### config.mk
export PLATFORM = sky130hd
export DESIGN_NAME = serial_adder_seq
export DESIGN_NICKNAME = d
export VERILOG_FILES = /design/src/rtl/serial_adder_seq.sv
export SDC_FILE = /design/constraint.sdc
export NUM_CORES = 1
export LEC_CHECK = 0
export ABC_AREA = 1
export CAP_MARGIN = 20
export CORE_MARGIN = 3
export CORE_UTILIZATION = 43
export DETAILED_ROUTE_END_ITERATION = 8
export PLACE_DENSITY = 0.75
export SETUP_SLACK_MARGIN = 0.05
export SLEW_MARGIN = 20
export SYNTH_ARGS = -nofsm -noshare
export SYNTH_HDL_FRONTEND = slang
export SYNTH_SLANG_ARGS = --single-unit
### constraint.sdc
create_clock -name clk -period 1.3 [get_ports clk]
set_clock_uncertainty 0.1 [all_clocks]
set_input_delay 0.325 -clock clk [delete_from_list [all_inputs] [get_ports clk]]
set_output_delay 0.325 -clock clk [all_outputs]
set_load 0.02 [all_outputs]
### src/rtl/serial_adder_seq.sv
// serial_adder_seq
//   Bit-serial adder sequencer around an external gate-level full adder.
//   Operands are shifted LSB-first into the full adder, one bit per clock.
//   The carry is registered back into fa_ci, and the sum word is assembled
//   from fa_s. A built-in golden check flags any full-adder output that
//   disagrees with the expected sum/carry (sticky err).
//
// Ports
//   clk, rst        clock, synchronous active-high reset
//   start           begin an addition (accepted only when idle or done)
//   a, b, cin       operands and carry-in, captured on an accepted start
//   fa_i0/i1/ci     drive the external full adder (zero outside RUN)
//   fa_s, fa_co     full-adder outputs, sampled on the advancing edge
//   sum, cout       result, valid from done until the next accepted start
//   busy            high for the WIDTH cycles of RUN
//   done            one-cycle pulse when the result becomes valid
//   err             sticky full-adder mismatch flag
//
// state | meaning
// ------+---------------------------------------------------
// IDLE  | waiting for start; fa_* driven low
// RUN   | one operand bit per cycle through the full adder
// DONE  | result valid, done pulse; start here runs back-to-back

module serial_adder_seq #(
  parameter int WIDTH = 8
) (
  input  logic             clk,
  input  logic             rst,
  input  logic             start,
  input  logic [WIDTH-1:0] a,
  input  logic [WIDTH-1:0] b,
  input  logic             cin,
  output logic             fa_i0,
  output logic             fa_i1,
  output logic             fa_ci,
  input  logic             fa_s,
  input  logic             fa_co,
  output logic [WIDTH-1:0] sum,
  output logic             cout,
  output logic             busy,
  output logic             done,
  output logic             err
);

  localparam int CW = $clog2(WIDTH);
  localparam logic [CW-1:0] CNT_LAST = CW'(WIDTH - 1);

  typedef enum logic [1:0] {
    S_IDLE,
    S_RUN,
    S_DONE
  } state_t;

  state_t           state_q;
  state_t           state_d;
  logic [WIDTH-1:0] a_sh;
  logic [WIDTH-1:0] b_sh;
  logic [WIDTH-1:0] sum_sh;
  logic             carry_q;
  logic [CW-1:0]    cnt;
  logic             cout_q;
  logic             err_q;

  logic             accept;
  logic             mismatch;
  logic             exp_s;
  logic             exp_co;

  always_comb begin
    state_d  = state_q;
    accept   = 1'b0;
    fa_i0    = 1'b0;
    fa_i1    = 1'b0;
    fa_ci    = 1'b0;
    exp_s    = 1'b0;
    exp_co   = 1'b0;
    mismatch = 1'b0;
    case (state_q)
      S_IDLE: begin
        if (start) begin
          accept  = 1'b1;
          state_d = S_RUN;
        end
      end
      S_RUN: begin
        fa_i0    = a_sh[0];
        fa_i1    = b_sh[0];
        fa_ci    = carry_q;
        exp_s    = a_sh[0] ^ b_sh[0] ^ carry_q;
        exp_co   = (a_sh[0] & b_sh[0]) | (a_sh[0] & carry_q) | (b_sh[0] & carry_q);
        mismatch = (fa_s != exp_s) || (fa_co != exp_co);
        if (cnt == CNT_LAST) begin
          state_d = S_DONE;
        end
      end
      S_DONE: begin
        if (start) begin
          accept  = 1'b1;
          state_d = S_RUN;
        end else begin
          state_d = S_IDLE;
        end
      end
      default: state_d = S_IDLE;
    endcase
  end

  always_ff @(posedge clk) begin
    if (rst) begin
      state_q <= S_IDLE;
      a_sh    <= '0;
      b_sh    <= '0;
      sum_sh  <= '0;
      carry_q <= 1'b0;
      cnt     <= '0;
      cout_q  <= 1'b0;
      err_q   <= 1'b0;
    end else begin
      state_q <= state_d;
      if (accept) begin
        a_sh    <= a;
        b_sh    <= b;
        carry_q <= cin;
        cnt     <= '0;
        sum_sh  <= '0;
        cout_q  <= 1'b0;
        err_q   <= 1'b0;
      end else if (state_q == S_RUN) begin
        sum_sh  <= {fa_s, sum_sh[WIDTH-1:1]};
        a_sh    <= {1'b0, a_sh[WIDTH-1:1]};
        b_sh    <= {1'b0, b_sh[WIDTH-1:1]};
        carry_q <= fa_co;
        // cnt parks on its last value so it never wraps inside an operation
        if (cnt == CNT_LAST) begin
          cout_q <= fa_co;
        end else begin
          cnt <= cnt + 1'b1;
        end
        if (mismatch) begin
          err_q <= 1'b1;
        end
      end
    end
  end

  assign sum  = sum_sh;
  assign cout = cout_q;
  assign busy = (state_q == S_RUN);
  assign done = (state_q == S_DONE);
  assign err  = err_q;

endmodule

---- Word-level counts from Yosys, hierarchy flattened ----
Index checks and enable logic that the tools add are counted.
storage, ports and cells
  input bits .............................. 22
  output and inout bits ................... 15
  bits in registers ....................... 32
operators by class
  add/subtract/negate cells ............... 1
  reduce and logical (&&, ||, !) cells .... 9
  mux-type cells .......................... 16
  bitwise operators ....................... 8
  equality and inequality tests ........... 7
operators with widths
  kind                 number
  $mux 8               4
  $mux 1               9
  $reduce_and 2->1     4
  $pmux 2 s3           1
  $mux 2               2
  $reduce_or 2->1      2
  $add 3x1->3 const B  1
  $and 1x1->1          3
  $eq 3x3->1 const B   1
  $eq 2x1->1 const B   1
  $eq 2x2->1 const B   1
  $logic_not 2->1      1
  $ne 1x1->1           2
  $ne 2x1->1 const B   1
  $ne 2x2->1 const B   1
  $or 1x1->1           2
  $reduce_bool 2->1    1
  $xor 1x1->1          2
  $logic_or 1x1->1     1
  $not 1->1            1

---- Depth between registers and ports, before layout ----
Gate-level depths: netlist of the first run.
  depth in word-level cells ............... 7
  mapped depth ............................ 8
  gate-level depth less buffers ........... 8

---- Worst setup path after synthesis of the first run ----
Ideal clock, no wire load.
  path kind ............................... reg-to-output
  from .................................... reg state_q[1]
  to ...................................... out fa_ci
  arrival ................................. 0.956 ns
  stages on the path, launching flop included .. 5
  required time ........................... 0.875 ns
  slack ................................... -0.081 ns
  buffers on the path ..................... 1
  path through ............................ dfxtp_1 inv_1 nand2_1 buf_2 nor2_1
on the way
  word-level cells in the longest chain between the ends .. 2
ends and longest elaborated chain
  item                      RTL line  source
  start: declaration        55        state_t state_q;
  start signal: assignment  120       state_q <= state_d;
  $eq 2x1->1                79        case (state_q)
  $mux 1                    79
  end: declaration          36        output logic fa_ci,
Every way passes these cells.

---- Final worst setup path of the first run ----
  from .................................... reg state_q[0]
  to ...................................... out busy
on the way
  word-level cells in the longest chain between the ends .. 1
ends and longest elaborated chain
  item              RTL line  source
  $eq 2x1->1        149       assign busy = (state_q == S_RUN);
  end: declaration  41        output logic busy,
Every way passes these cells.

==> results.txt, run 1 <==
CP arrival = 1130 ps
Clock sinks = 32
IO Count = 37
Hold WS = 374 ps
Ys Warns = 0
Final worst-path setup slack = -258 ps
Most common cell after layout, fill and taps aside = nand2_1
Largest net degree at the start of global routing = 20
Longest Clk Path Bufs = 2
Post-DR wirelength/cell = 16.3 µm
Post-synth cell types = 18
Worst r2r path cells = 8
First-pass GRT wire length = 6.25 mm
CTS tree = yes
Max_cap viols = 0
Syn Std Cell Area = 1430 µm²
Starting density of the core = 45.9%
Worst vdd ir = 724 µV
Critical path origin = state_q[0]
Die area = 4040 µm²
Worst-path clk slew = 110 ps
CP Cell Sequence = buf_6, inv_4, nor2_4, buf_6
Share of cells above drive strength 1 = 57.4%
Setup WS pre-CTS = -410 ps
Post-synthesis mux area share = 0%
Data required time of the worst path = 880 ps
Hold Path Origin = err
Outcome = finished with violations
Die Y = 63.6 µm
Vias in the first global route = 1,420
Final count of hold timing violations = 0
WL met1 = 2.01 mm
I/O Buffers = 36
GPL Wtd Cong = 0.793
FF-to-FF End = err
Cells on Worst Hold Path = 2
Final Max Slew Viols = 0
Vias after detailed routing = 1,582
Max Used Layer = met4
FF-to-FF setup slack = -190 ps
1st-iter DRT viols = 68
Remaining antenna violation count = 0
Pwr per Cell Area = 963 nW/µm²
Area contributors post-synth = dfxtp_1 (45%), nand2_1 (14%), nor2_1 (9.7%), a21oi_1 (6.0%), inv_1 (5.3%)
Post-synthesis compound-gate area fraction = 9.31%
Critical path class = register to output port
Hold Crit Endpoint = err
GR Overflow Total = 0
CTS root buf = clkbuf_4
Post-synthesis register bit count = 32
Worst hold path class = register to register
R2R Path Start = carry_q
Row Count = 20
Worst-path fanout max = 3
Synth Area in Simple Gates = 33.4%
Drt first pass iters = 5
Area Overhead vs Synth = 89.4%
Initial antenna violation count = 0
Final Routed Wirelength = 5.16 mm
Critical Path Sink Type = output port
Core Region = 3100 µm²
Synth Area in XOR/XNOR = 0%
Fin crit period = 1560 ps
Met3 WL = 258 µm
CP Launch Type = register
Overall power = 2600 µW
HPWL Detailed = 2.42 mm
GRT Total Usage = 19.6%
Critical path's most frequent cell = buf_6
Largest family of logic cells by synthesized area = simple AND/OR/NAND/NOR gates
Sequential area share after synthesis = 45.0%
Clk Latency, worst-skew pair = 330 ps
Cell count after synthesis = 200
Average cell area after synthesis = 7.13 µm²
RSZ-0062 raised after global routing = true
Slowest CP cell = dfxtp_2
Final period utilization = 120%
Failing checks = setup timing
Worst-margin pin slew = 281 ps
Met2 routed WL = 2.75 mm
CTS Hold Bufs = 0
Detailed-route DRC error count = 0
Commonest non-fill, non-tap cells in the layout = nand2_1 (33), buf_6 (22), buf_4 (21)
Synthesized Nets = 225
Width of the die = 63.6 µm
Relative slew slack = 81.2%
H-tree depth = 2
Final setup viols = 31
P_leak = 0.00113 µW
Num CTS Buffers = 5
Sum of negative setup slack = -3410 ps
Max Freq = 642 MHz
Final core occ = 87.0%
Ant. Diodes = 0
Area leader, netlist = dfxtp_1
Top cell type's share of synthesized area = 45.0%
Synth Area in Adders = 3.16%
Routed vias/inst = 5.01
Slowest stage delay, CP = 390 ps
# nets final = 296
-- stage by stage --
stage / area (µm²) / instances
floorplan: 1450 / 200
global placement: 2030 / 297
detailed placement: 2030 / 297
CTS: 2190 / 306
global route: 2700 / 316
finish: 2700 / 316
-- synthesized netlist by cell type, drive strengths merged --
cell type and number:
buf 8, ha 2, nor2 38, fa 1
a21oi 17, inv 22, dfxtp 32, nand3 7
nor3 8, o21ai 8, nand2 56, a211oi 1
-- cells by family (layout without fill, tap and decap cells) --
kind of cell    count (synthesis)  count (layout)
buf+inv                        30             102
compound gates                 26              26
simple gates                  109             109
fa+ha+maj                       3               3
flops                          32              32
-- state kept, by name, summed over array words and instances (netlist names) --
signal / count
cout: 1
a_sh: 8
cnt: 3
b_sh: 8
err: 1
sum: 8
state_q: 2
carry_q: 1
-- report_power, final --
group / internal, µW / total (µW) / switching (µW)
Sequential: 1040 / 1090 / 51.2
Clock: 403 / 740 / 337
Combinational: 365 / 766 / 401
-- worst max-delay path, delay by kind of cell, from the launching register on --
kind	cells	cell delay [ps]
flops	1	390
buf+inv	3	320
simple gates	1	100
-- worst max-delay path by stage --
| stage | slack [ps] | end | cells past startpoint |
|---|---|---|---|
| floorplan | -60 | err | 8 |
| global placement | -370 | fa_i0 | 4 |
| detailed placement | -410 | fa_i0 | 4 |
| CTS | -200 | busy | 4 |
| global route | -310 | err | 8 |
| finish | -260 | busy | 4 |
-- final cells by class --
class                      instances  area (µm²)
tap                               44        55.1
inverter                          22        97.6
sequential                        32         659
clock buffer                       6        41.3
clock inverter                     2        35.0
timing repair buffer              72         768
fill                             160         404
multi-input combinational        138        1040
-- what timing repair did --
item	4_1_cts	5_1_grt
buffers inserted	1	9
setup endpoints to repair	46	46
resized for setup	123	111
pin swaps	2	27
gates cloned	0	1
endpoints found under the hold margin	0	0
-- routing by layer --
| metal | track usage [%] | vias to the layer above |
|---|---|---|
| li1 | - | 761 |
| met1 | 22.6 | 751 |
| met2 | 34.6 | 54 |
| met3 | 5.35 | 16 |
| met4 | 6.47 | 0 |
| met5 | 0 | - |
Note: power is estimated with default switching activity, not from simulation.
==> run 2: changes to the inputs <==
- SLEW_MARGIN: 20 -> unset
==> results of run 2 <==
The final DEF is identical to that of run 1; final timing and power are the same.
